`config.mk`:
```
export PLATFORM = sky130hd
export DESIGN_NAME = timer_sequencer_flat
export DESIGN_NICKNAME = d
export VERILOG_FILES = /design/src/rtl/timer_sequencer_pkg.sv /design/src/rtl/timer_sequencer_if.sv /design/src/rtl/timer_sequencer_bcd_counter.sv /design/src/rtl/timer_sequencer.sv /design/src/flat_wrapper.sv
export SDC_FILE = /design/constraint.sdc
export NUM_CORES = 1
export LEC_CHECK = 0
export CORE_UTILIZATION = 45
export CTS_CLUSTER_SIZE = 20
export DETAILED_ROUTE_END_ITERATION = 7
export HOLD_SLACK_MARGIN = 0.15
export SLEW_MARGIN = 5
export SYNTH_ARGS = -nofsm -noshare
export SYNTH_HDL_FRONTEND = slang
export SYNTH_SLANG_ARGS = --single-unit
```
`constraint.sdc`:
```
create_clock -name clk -period 5.05 [get_ports clk]
set_input_delay 0.7575 -clock clk [delete_from_list [all_inputs] [get_ports clk]]
set_output_delay 0.7575 -clock clk [all_outputs]
set_load 0.03 [all_outputs]
```
`src/rtl/timer_sequencer_pkg.sv`:
```
// Shared types for the kitchen-timer sequencer: mode encoding, MM:SS BCD word layout
// and the single-digit borrow step used by the countdown.
package timer_sequencer_pkg;

  typedef enum logic [2:0] {
    ST_IDLE        = 3'd0,
    ST_PROGRAMMING = 3'd1,
    ST_COUNTDOWN   = 3'd2,
    ST_PAUSED      = 3'd3,
    ST_ALARM       = 3'd4
  } state_e;

  localparam logic [3:0] DIGIT_MAX_UNITS = 4'd9;
  localparam logic [3:0] DIGIT_MAX_TENS  = 4'd5;

  typedef struct packed {
    logic [3:0] min1;
    logic [3:0] min0;
    logic [3:0] sec1;
    logic [3:0] sec0;
  } mmss_t;

  typedef struct packed {
    logic       borrow;
    logic [3:0] digit;
  } digit_dec_t;

  // Out-of-range digits are not sanitised: anything non-zero simply loses one.
  function automatic digit_dec_t dec_digit(input logic [3:0] d, input logic [3:0] wrap_to);
    digit_dec_t r;
    if (d == 4'd0) begin
      r.borrow = 1'b1;
      r.digit  = wrap_to;
    end else begin
      r.borrow = 1'b0;
      r.digit  = d - 4'd1;
    end
    return r;
  endfunction

endpackage

```
`src/rtl/timer_sequencer_if.sv`:
```
// Button/digit bundle between the input synchronizers, the sequencer and the display mux.
interface timer_sequencer_if;
  logic        start;
  logic        toggle;
  logic        increase;
  logic [15:0] digitsIn;
  logic [2:0]  currentState;
  logic [15:0] digitsOut;
  logic        alarm;
  logic        buzzer;

  modport master (
    output start, toggle, increase, digitsIn,
    input  currentState, digitsOut, alarm, buzzer
  );

  modport slave (
    input  start, toggle, increase, digitsIn,
    output currentState, digitsOut, alarm, buzzer
  );
endinterface

```
`src/rtl/timer_sequencer_bcd_counter.sv`:
```
// MM:SS BCD down-counter: clear > load > enable; dec_zero flags that the next decrement lands on 00:00.
module timer_sequencer_bcd_counter
  import timer_sequencer_pkg::*;
(
  input  logic  clk,
  input  logic  rst_n,
  input  logic  clear,
  input  logic  load,
  input  logic  enable,
  input  mmss_t load_value,
  output mmss_t value,
  output logic  dec_zero
);

  mmss_t      dec_value;
  digit_dec_t s0, s1, m0;

  // NOTE: every combinational output gets a default first so no path can infer a latch.
  always_comb begin
    dec_value      = value;
    s0             = dec_digit(value.sec0, DIGIT_MAX_UNITS);
    s1             = dec_digit(value.sec1, DIGIT_MAX_TENS);
    m0             = dec_digit(value.min0, DIGIT_MAX_UNITS);
    dec_value.sec0 = s0.digit;
    if (s0.borrow) begin
      dec_value.sec1 = s1.digit;
      if (s1.borrow) begin
        dec_value.min0 = m0.digit;
        if (m0.borrow) dec_value.min1 = value.min1 - 4'd1;
      end
    end
  end

  assign dec_zero = (dec_value == '0);

  // NOTE: state registers use non-blocking assignments so all flops update from pre-edge values.
  always_ff @(posedge clk or negedge rst_n) begin
    if (!rst_n)      value <= '0;
    else if (clear)  value <= '0;
    else if (load)   value <= load_value;
    else if (enable) value <= dec_value;
  end

endmodule

```
`src/rtl/timer_sequencer.sv`:
```
// Kitchen-timer mode controller: FSM, 1 Hz prescaler, alarm timer, buzzer divider, display mux.
// Define PAUSE_EN to enable start/pause toggling between COUNTDOWN and PAUSED.
module timer_sequencer
  import timer_sequencer_pkg::*;
#(
  parameter int CLK_HZ        = 50_000_000,
  parameter int ALARM_SECONDS = 10
) (
  input logic               clk,
  input logic               rst_n,
  timer_sequencer_if.slave  bus
);

  localparam int PRESC_W   = (CLK_HZ > 1) ? $clog2(CLK_HZ) : 1;
  localparam int BUZZ_DIV  = (CLK_HZ / 4 > 0) ? CLK_HZ / 4 : 1;
  localparam int BUZZ_W    = (BUZZ_DIV > 1) ? $clog2(BUZZ_DIV) : 1;
  localparam logic [PRESC_W-1:0] TICK_MAX   = PRESC_W'(CLK_HZ - 1);
  localparam logic [BUZZ_W-1:0]  BUZZ_LAST  = BUZZ_W'(BUZZ_DIV - 1);
  localparam logic [7:0]         ALARM_LAST = 8'(ALARM_SECONDS - 1);

  state_e             st;
  logic [PRESC_W-1:0] presc;
  logic [7:0]         alarm_sec;
  logic [BUZZ_W-1:0]  buzz_cnt;
  logic               alarm_q, buzzer_q;

  logic  toggle_p, any_p, tick, pause_req, alarm_done;
  logic  go_idle, cnt_load, cnt_enable, dec_zero;
  mmss_t count;
  logic [15:0] digits_out;

  always_comb begin
    toggle_p   = bus.toggle & ~bus.start;
    any_p      = bus.start | bus.toggle | bus.increase;
    tick       = (presc == TICK_MAX);
`ifdef PAUSE_EN
    pause_req  = bus.start;
`else
    pause_req  = 1'b0;
`endif
    cnt_load   = (st == ST_PROGRAMMING) && bus.start && (bus.digitsIn != 16'h0000);
    // An abort or pause on the tick edge wins: the count does not move.
    cnt_enable = (st == ST_COUNTDOWN) && tick && !toggle_p && !pause_req;
    alarm_done = tick && (alarm_sec == ALARM_LAST);
    go_idle    = 1'b0;
    case (st)
      ST_IDLE, ST_PROGRAMMING: go_idle = 1'b0;
      ST_COUNTDOWN:            go_idle = toggle_p;
`ifdef PAUSE_EN
      ST_PAUSED:               go_idle = toggle_p;
`endif
      ST_ALARM:                go_idle = any_p || alarm_done;
      default:                 go_idle = 1'b1;
    endcase
  end

  timer_sequencer_bcd_counter u_counter (
    .clk        (clk),
    .rst_n      (rst_n),
    .clear      (go_idle),
    .load       (cnt_load),
    .enable     (cnt_enable),
    .load_value (mmss_t'(bus.digitsIn)),
    .value      (count),
    .dec_zero   (dec_zero)
  );

  always_ff @(posedge clk or negedge rst_n) begin
    if (!rst_n) begin
      st        <= ST_IDLE;
      presc     <= '0;
      alarm_sec <= '0;
      buzz_cnt  <= '0;
      alarm_q   <= 1'b0;
      buzzer_q  <= 1'b0;
    end else if (go_idle) begin
      st        <= ST_IDLE;
      presc     <= '0;
      alarm_sec <= '0;
      buzz_cnt  <= '0;
      alarm_q   <= 1'b0;
      buzzer_q  <= 1'b0;
    end else begin
      case (st)
        ST_IDLE: if (any_p) st <= ST_PROGRAMMING;
        ST_PROGRAMMING: begin
          if (cnt_load) begin
            st    <= ST_COUNTDOWN;
            presc <= '0;
          end
        end
        ST_COUNTDOWN: begin
`ifdef PAUSE_EN
          if (bus.start) st <= ST_PAUSED;
          else
`endif
          begin
            presc <= tick ? '0 : presc + 1'b1;
            if (cnt_enable && dec_zero) begin
              st        <= ST_ALARM;
              alarm_q   <= 1'b1;
              alarm_sec <= '0;
              buzz_cnt  <= '0;
              buzzer_q  <= 1'b0;
            end
          end
        end
`ifdef PAUSE_EN
        // Prescaler stays frozen so the interrupted second resumes where it left off.
        ST_PAUSED: if (bus.start) st <= ST_COUNTDOWN;
`endif
        ST_ALARM: begin
          presc <= tick ? '0 : presc + 1'b1;
          if (tick) alarm_sec <= alarm_sec + 8'd1;
          if (buzz_cnt == BUZZ_LAST) begin
            buzz_cnt <= '0;
            buzzer_q <= ~buzzer_q;
          end else begin
            buzz_cnt <= buzz_cnt + 1'b1;
          end
        end
        default: st <= ST_IDLE;
      endcase
    end
  end

  always_comb begin
    digits_out = 16'h0000;
    case (st)
      ST_PROGRAMMING:         digits_out = bus.digitsIn;
      ST_COUNTDOWN, ST_ALARM: digits_out = count;
`ifdef PAUSE_EN
      ST_PAUSED:              digits_out = count;
`endif
      default:                digits_out = 16'h0000;
    endcase
  end

  assign bus.currentState = st;
  assign bus.digitsOut    = digits_out;
  assign bus.alarm        = alarm_q;
  assign bus.buzzer       = buzzer_q;

endmodule

```
`src/flat_wrapper.sv`:
```
// flat-port wrapper written by rule: the top's interface ports become plain ports
module timer_sequencer_flat import timer_sequencer_pkg::*;
#(
  parameter int CLK_HZ        = 50_000_000,
  parameter int ALARM_SECONDS = 10
)
  (clk, rst_n, bus_start, bus_toggle, bus_increase, bus_digitsIn, bus_currentState, bus_digitsOut, bus_alarm, bus_buzzer);
  timer_sequencer_if bus_i ();
  input logic clk;
  input logic rst_n;
  input wire logic [$bits(bus_i.start)-1:0] bus_start;
  input wire logic [$bits(bus_i.toggle)-1:0] bus_toggle;
  input wire logic [$bits(bus_i.increase)-1:0] bus_increase;
  input wire logic [$bits(bus_i.digitsIn)-1:0] bus_digitsIn;
  output wire logic [$bits(bus_i.currentState)-1:0] bus_currentState;
  output wire logic [$bits(bus_i.digitsOut)-1:0] bus_digitsOut;
  output wire logic [$bits(bus_i.alarm)-1:0] bus_alarm;
  output wire logic [$bits(bus_i.buzzer)-1:0] bus_buzzer;
  assign bus_i.start = bus_start;
  assign bus_i.toggle = bus_toggle;
  assign bus_i.increase = bus_increase;
  assign bus_i.digitsIn = bus_digitsIn;
  assign bus_currentState = bus_i.currentState;
  assign bus_digitsOut = bus_i.digitsOut;
  assign bus_alarm = bus_i.alarm;
  assign bus_buzzer = bus_i.buzzer;
  timer_sequencer #(.CLK_HZ(CLK_HZ), .ALARM_SECONDS(ALARM_SECONDS)) u_core (.clk(clk), .rst_n(rst_n), .bus(bus_i));
endmodule
```
==> results.py, run 1 <==
metrics = {
    "setup_path": {
        "cp_data_arrival_time_ns": 2.85,
        "crit_path_start_kind": "flip-flop",
        "path_class": "flip-flop to output pin",
        "endpoint_kind": "output pin",
        "required_ns": 4.29,
        "crit_fanout": 17,
    },
    "yosys": {
        "syn_avg_cell_area_um2": 8.70,
        "netlist_instances": 581,
        "synth-edff-count": 0,
        "synth_seq_cells": 79,
        "yosysSeqAreaShare_pct": 39.1,
        "async_reset_ff_share_pct": 100,
        "synth_cell_type_count": 65,
        "syn-num-nets": 609,
        "synth-main-ff-cell": "dfrtp_1",
        "netlist_area_um2": 5050,
        "yosysWarnings": 0,
    },
    "pwr": {
        "ir_drop_v": 0.000257,
        "p_sw_uw": 982,
        "power_density_nw_per_um2": 409,
        "clkPwrFrac_pct": 22.3,
        "seq_power_share_pct": 35.0,
        "intPower_uw": 1390,
        "leakagePower_uw": 0.00223,
        "sw_frac_of_total_pct": 41.5,
        "combPwrFrac_pct": 42.7,
    },
    "place": {
        "dpl_worst_slack_ns": 1.63,
        "port_buffers": 41,
        "routabilityCongestion": 0.877,
        "hpwl_um": 8920,
    },
    "finish": {
        "n_antenna_cell": 0,
        "num-nets-final": 643,
        "final_common_cell": "dfrtp_1",
        "final_cell_mix": "dfrtp_1, nand2_1, nor2_1",
        "layout-drive-gt1-share_pct": 7.42,
        "area_growth_pct": 14.5,
    },
    "timing": {
        "worst_pin_slew_ns": 1.16,
        "period_minus_slack_ns": 3.61,
        "postLayoutSetupSlackWorst_ns": 1.44,
        "fin_setup_tns_ns": 0,
        "maxSlewHeadroom_pct": 22.7,
        "finalCritPeriodShare_pct": 71.5,
        "final_hold_viol_count": 0,
        "setup-violations-final": 0,
        "finalClockSkew_ns": 0.0144,
        "max_freq_ghz": 0.277,
        "slew_viol_final": 0,
        "grt_setup_unrepaired": "no",
    },
    "clock_tree": {
        "clk_latency_ns": 0.37,
        "clkSlewWorstSetupHoldPaths_ns": 0.09,
        "hold_buffers": 0,
        "h-tree-depth": 3,
        "clock_path_buffers": 2,
        "root_buffer": "clkbuf_8",
        "cts_made_buffers": 9,
        "cts_tree": "yes",
        "postCtsSetupBuffers": 0,
        "cts_sinks": 79,
        "postCtsResizedCells": 0,
    },
    "die": {
        "dieArea_um2": 11700,
        "num_rows": 38,
        "fp.dieH_um": 108,
        "core_um2": 10900,
        "io_pins": 42,
        "start_util_pct": 46.4,
        "die_w_um": 108,
    },
    "route": {
        "vias_per_cell": 6.08,
        "vias": 4621,
        "routed_wl_um": 12900,
        "drcViolationCount": 0,
        "wl_per_cell_um": 17.0,
        "drt_pre_antenna_iters": 5,
        "drtIter0Drc": 355,
        "ant_nets": 0,
    },
    "outcome": {
        "status": "finished clean",
    },
    "worst_hold_path": {
        "hold_path_class": "primary input to async pin",
    },
    "global_routing": {
        "grt_pass1_wl_um": 21800,
        "grt.total_usage_pct": 23.8,
        "first_global_vias": 4351,
        "grt_overflow_total": 0,
        "antenna_found_initial": 0,
        "grt_max_degree": 51,
    },
    "run": {
        "cap_violations": 0,
    },
}
## metrics by stage
stage	utilization, %	instances	hold slack [ns]	cell area, um2	power [uW]
after floorplan	-	581	0.444	5050	1530
after global placement	51.2	744	0.480	5570	1830
after detailed placement	51.2	744	0.498	5570	1850
after CTS	53.1	760	0.304	5780	2380
after global routing	53.1	760	0.312	5780	2510
final	53.1	760	0.301	5780	2370
## worst max-delay path: stages (launching register included)
cell	delay (ns)
dfrtp_1	0.49
nor2_1	0.42
and2_1	0.63
a22o_1	0.25
clkdlybuf4s50_1	0.68
## metal layers
layer	wire (um)	vias up	track usage, %
met2	6080	104	39.1
met3	533	14	3.92
met5	0	-	0
li1	-	2267	-
met4	194	0	8.12
met1	6090	2236	31.8
## layout make-up
type / instances / area (um2)
sequential: 79 / 1980
inverter: 28 / 105
clock inverter: 6 / 85.1
timing repair buffer: 50 / 475
clock buffer: 10 / 128
tap: 140 / 175
multi-input combinational: 447 / 2840
fill: 1063 / 5100
## cells in the mapped netlist (all sizes together) (3+ instances only)
cell,count,share of area [%]
dfrtp,79,39
nand2,50,3.8
o21ai,47,4.7
nor2,43,3.2
nand3,34,3.4
a21oi,28,3.2
inv,28,2.1
nand4,18,2.2
or3,18,2.2
a22o,17,2.9
clkbuf,16,1.2
nor3,16,2.1
a31oi,15,1.9
nor4,15,1.9
o211ai,15,2.6
a211oi,13,2.3
and3,13,1.6
buf,11,1.5
mux2i,9,1.8
o31ai,9,1.3
and4,7,1.2
ha,7,1.7
nor2b,7,0.87
and2,6,0.74
nor4b,6,1.5
xor2,6,1.0
nand2b,5,0.62
nand3b,5,0.74
o22ai,5,0.74
a41oi,3,0.52
or3b,3,0.52
xnor2,3,0.52
## state kept, by name (all words and copies together) (netlist names)
register and cells:
u_core.u_counter.value 16, u_core.presc 26, u_core.alarm_sec 8, u_core.bus.buzzer 1, u_core.buzz_cnt 24, u_core.bus.alarm 1, u_core.bus.currentState 3
## cell families after synthesis
group                      after synthesis  share of synthesized area (%)
muxes                                   11                           2.23
and+or+nand+nor                        256                           28.4
buffers and inverters                   55                           4.78
xor gates and xnor gates                 9                           1.56
adders and majority gates                7                           1.73
DFF                                     79                           39.1
AOI/OAI and AO/OA                      164                           22.2
## power by group through the flow
stage,logic [uW],registers [uW],clock network [uW]
after floorplan,723,810,0
after global placement,997,837,0
after detailed placement,1010,837,0
after CTS,1010,825,543
after global routing,1100,843,569
final,1010,829,529
## path summary, 6_finish.rpt
check / slack [ns] / startpoint / end / cells after the start
hold reg to reg: 0.51 / u_core.presc[25]$_DFFE_PN0P_ / u_core.presc[25]$_DFFE_PN0P_ / 1
setup / recovery: 1.44 / u_core.bus.currentState[1]$_DFFE_PN0P_ / bus_digitsOut[6] / 4
min in group clk: 0.51 / u_core.presc[25]$_DFFE_PN0P_ / u_core.presc[25]$_DFFE_PN0P_ / 1
setup reg to reg: 1.82 / u_core.presc[16]$_DFFE_PN0P_ / u_core.presc[15]$_DFFE_PN0P_ / 7
max in group asynchronous: 3.71 / rst_n / u_core.presc[7]$_DFFE_PN0P_ / 2
hold / removal: 0.30 / rst_n / u_core.alarm_sec[7]$_DFFE_PN0P_ / 1
Power figures use the tool's default switching activity.
==> inputs of run 2 (changes only) <==
--- a/config.mk
+++ b/config.mk
@@ -9,6 +9,7 @@
 export CTS_CLUSTER_SIZE = 20
 export DETAILED_ROUTE_END_ITERATION = 7
 export HOLD_SLACK_MARGIN = 0.15
+export PLACE_DENSITY = 0.67
 export SLEW_MARGIN = 5
 export SYNTH_ARGS = -nofsm -noshare
 export SYNTH_HDL_FRONTEND = slang
==> constraint.sdc (replaced) <==
create_clock -name clk -period 3 [get_ports clk]
set_input_delay 0.45 -clock clk [delete_from_list [all_inputs] [get_ports clk]]
set_output_delay 0.45 -clock clk [all_outputs]
set_load 0.03 [all_outputs]
==> run 2 against run 1 <==
  * Register-to-register slack got worse by 1.6 ns
  * Wire length rose by 1.3%
  * Clock power is 120% higher
  * Combinational power rose by 80%
  * Largest power group unchanged
  * Highest routed layer unchanged
==> results.py, run 2 (same netlist as run 1, synthesis figures left out) <==
metrics = {
    "clock_tree": {
        "postCtsResizedCells": 0,
        "hold_buffers": 0,
        "clock_path_buffers": 2,
        "h-tree-depth": 3,
        "clk_latency_ns": 0.38,
        "cts_made_buffers": 9,
        "postCtsSetupBuffers": 0,
        "root_buffer": "clkbuf_8",
        "clkSlewWorstSetupHoldPaths_ns": 0.09,
        "cts_sinks": 79,
        "cts_tree": "yes",
    },
    "pwr": {
        "power_uw": 4370,
        "power_density_nw_per_um2": 722,
        "ir_drop_v": 0.000431,
        "leakagePower_uw": 0.00237,
    },
    "finish": {
        "top_register": "u_core.presc",
        "num-nets-final": 662,
        "layout-drive-gt1-share_pct": 10.2,
        "stdcell_count": 778,
        "post-route-cell-area_um2": 6040,
        "final_common_cell": "dfrtp_1",
        "final_cell_mix": "dfrtp_1, nand2_1, nor2_1",
        "largest_reg_flops": 26,
        "fillCellCount": 999,
        "n_antenna_cell": 0,
        "largestRegisters": "u_core.presc x26, u_core.buzz_cnt x24, u_core.u_counter.value x16",
        "area_growth_pct": 19.6,
    },
    "route": {
        "ant_nets": 0,
        "routed_wl_um": 13100,
        "wl_per_cell_um": 16.8,
        "vias": 4725,
        "drt_pre_antenna_iters": 5,
        "drtIter0Drc": 333,
        "drcViolationCount": 0,
        "vias_per_cell": 6.07,
    },
    "place": {
        "placed_area_um2": 5760,
        "place_inst": 763,
        "hpwl_um": 9030,
        "port_buffers": 41,
        "dpl_worst_slack_ns": 0.0708,
        "routabilityCongestion": 0.853,
    },
    "setup_path": {
        "endpoint_kind": "flip-flop",
        "crit_fanout": 8,
        "required_ns": 3.30,
        "crit_path_start_kind": "flip-flop",
        "path_class": "flip-flop to flip-flop",
        "cp_data_arrival_time_ns": 3.09,
        "rrSetupSlack_ns": 0.22,
    },
    "timing": {
        "max_freq_ghz": 0.359,
        "slew_viol_final": 0,
        "postLayoutSetupSlackWorst_ns": 0.215,
        "fin_setup_tns_ns": 0,
        "finalClockSkew_ns": 0.0118,
        "final_hold_viol_count": 0,
        "grt_setup_unrepaired": "no",
        "worst_pin_slew_ns": 1.03,
        "setup-violations-final": 0,
        "maxSlewHeadroom_pct": 31.7,
        "finalCritPeriodShare_pct": 92.8,
        "period_minus_slack_ns": 2.78,
    },
    "outcome": {
        "status": "finished clean",
    },
    "global_routing": {
        "antenna_found_initial": 0,
        "first_global_vias": 4379,
        "grt_max_degree": 80,
        "grt_pass1_wl_um": 21600,
        "grt_overflow_total": 0,
        "grt.total_usage_pct": 23.8,
    },
    "die": {
        "num_rows": 38,
        "fp.dieH_um": 108,
        "die_w_um": 108,
        "core_um2": 10900,
        "start_util_pct": 46.4,
        "dieArea_um2": 11700,
        "io_pins": 42,
    },
    "worst_hold_path": {
        "hold_path_class": "primary input to async pin",
    },
    "run": {
        "cap_violations": 0,
    },
}
-- run 2: cell count changes in the layout (fill, tap and decap cells not counted) --
cell        previous run  this run
bufinv_16              2         5
clkinvlp_4             2         1
buf_4                 10        25
clkinv_2               2         0
clkbuf_1               1         0
buf_12                 0         4
-- run 2: worst paths after layout --
kind / from / to / cells after the start
worst min register to register: u_core.presc[25]$_DFFE_PN0P_ / u_core.presc[25]$_DFFE_PN0P_ / 1
max in group asynchronous: rst_n / u_core.buzz_cnt[17]$_DFFE_PN0P_ / 1
worst max register to register: u_core.u_counter.value[0]$_DFFE_PN0P_ / u_core.alarm_sec[7]$_DFFE_PN0P_ / 8
worst min-delay path: rst_n / u_core.buzz_cnt[19]$_DFFE_PN0P_ / 1
worst max-delay path: u_core.u_counter.value[0]$_DFFE_PN0P_ / u_core.alarm_sec[7]$_DFFE_PN0P_ / 8
min in group clk: u_core.presc[25]$_DFFE_PN0P_ / u_core.presc[25]$_DFFE_PN0P_ / 1
-- run 2: worst max-delay path, cell delays in order, from the launching register on --
cell and delay (ns):
dfrtp_1 0.46, inv_1 0.10, ha_1 0.27, or4b_4 0.52, and4bb_1 0.34, a211oi_1 0.15
o211ai_2 0.36, or3b_1 0.38, mux2i_1 0.13
-- run 2: per-stage QoR --
step / hold WS [ns] / utilization (%)
after floorplan: 0.154 / -
after global placement: 0.485 / 52.9
after detailed placement: 0.487 / 52.9
after CTS: 0.288 / 55.5
after global routing: 0.319 / 55.5
final: 0.227 / 55.5
-- run 2: power by group --
| group | total [uW] | leakage, uW | switching, uW | internal [uW] |
|---|---|---|---|---|
| combinational | 1820 | 0.00116 | 1040 | 777 |
| clock | 1140 | 0.000136 | 428 | 717 |
| sequential | 1400 | 0.00108 | 215 | 1190 |
| total | 4370 | 0.00237 | 1680 | 2680 |
-- run 2: metal layers --
| layer | GRT usage (%) | up-vias | part of all wire [%] |
|---|---|---|---|
| met5 | 0 | - | 0 |
| met4 | 6.46 | 0 | 1.0 |
| met3 | 4.82 | 11 | 4.8 |
| met2 | 38.0 | 118 | 48 |
| met1 | 32.7 | 2302 | 46 |
| li1 | - | 2294 | - |
-- run 2: cell type report --
type                    count  area [um2]  area share (%)
clock buffers               9         124            2.05
clock inverters             6         158            2.61
inverters                  28         105            1.74
multi-input cells         447        2840            46.9
flip-flops and latches     79        1980            32.7
well taps                 140         175            2.90
repair buffers             69         668            11.1
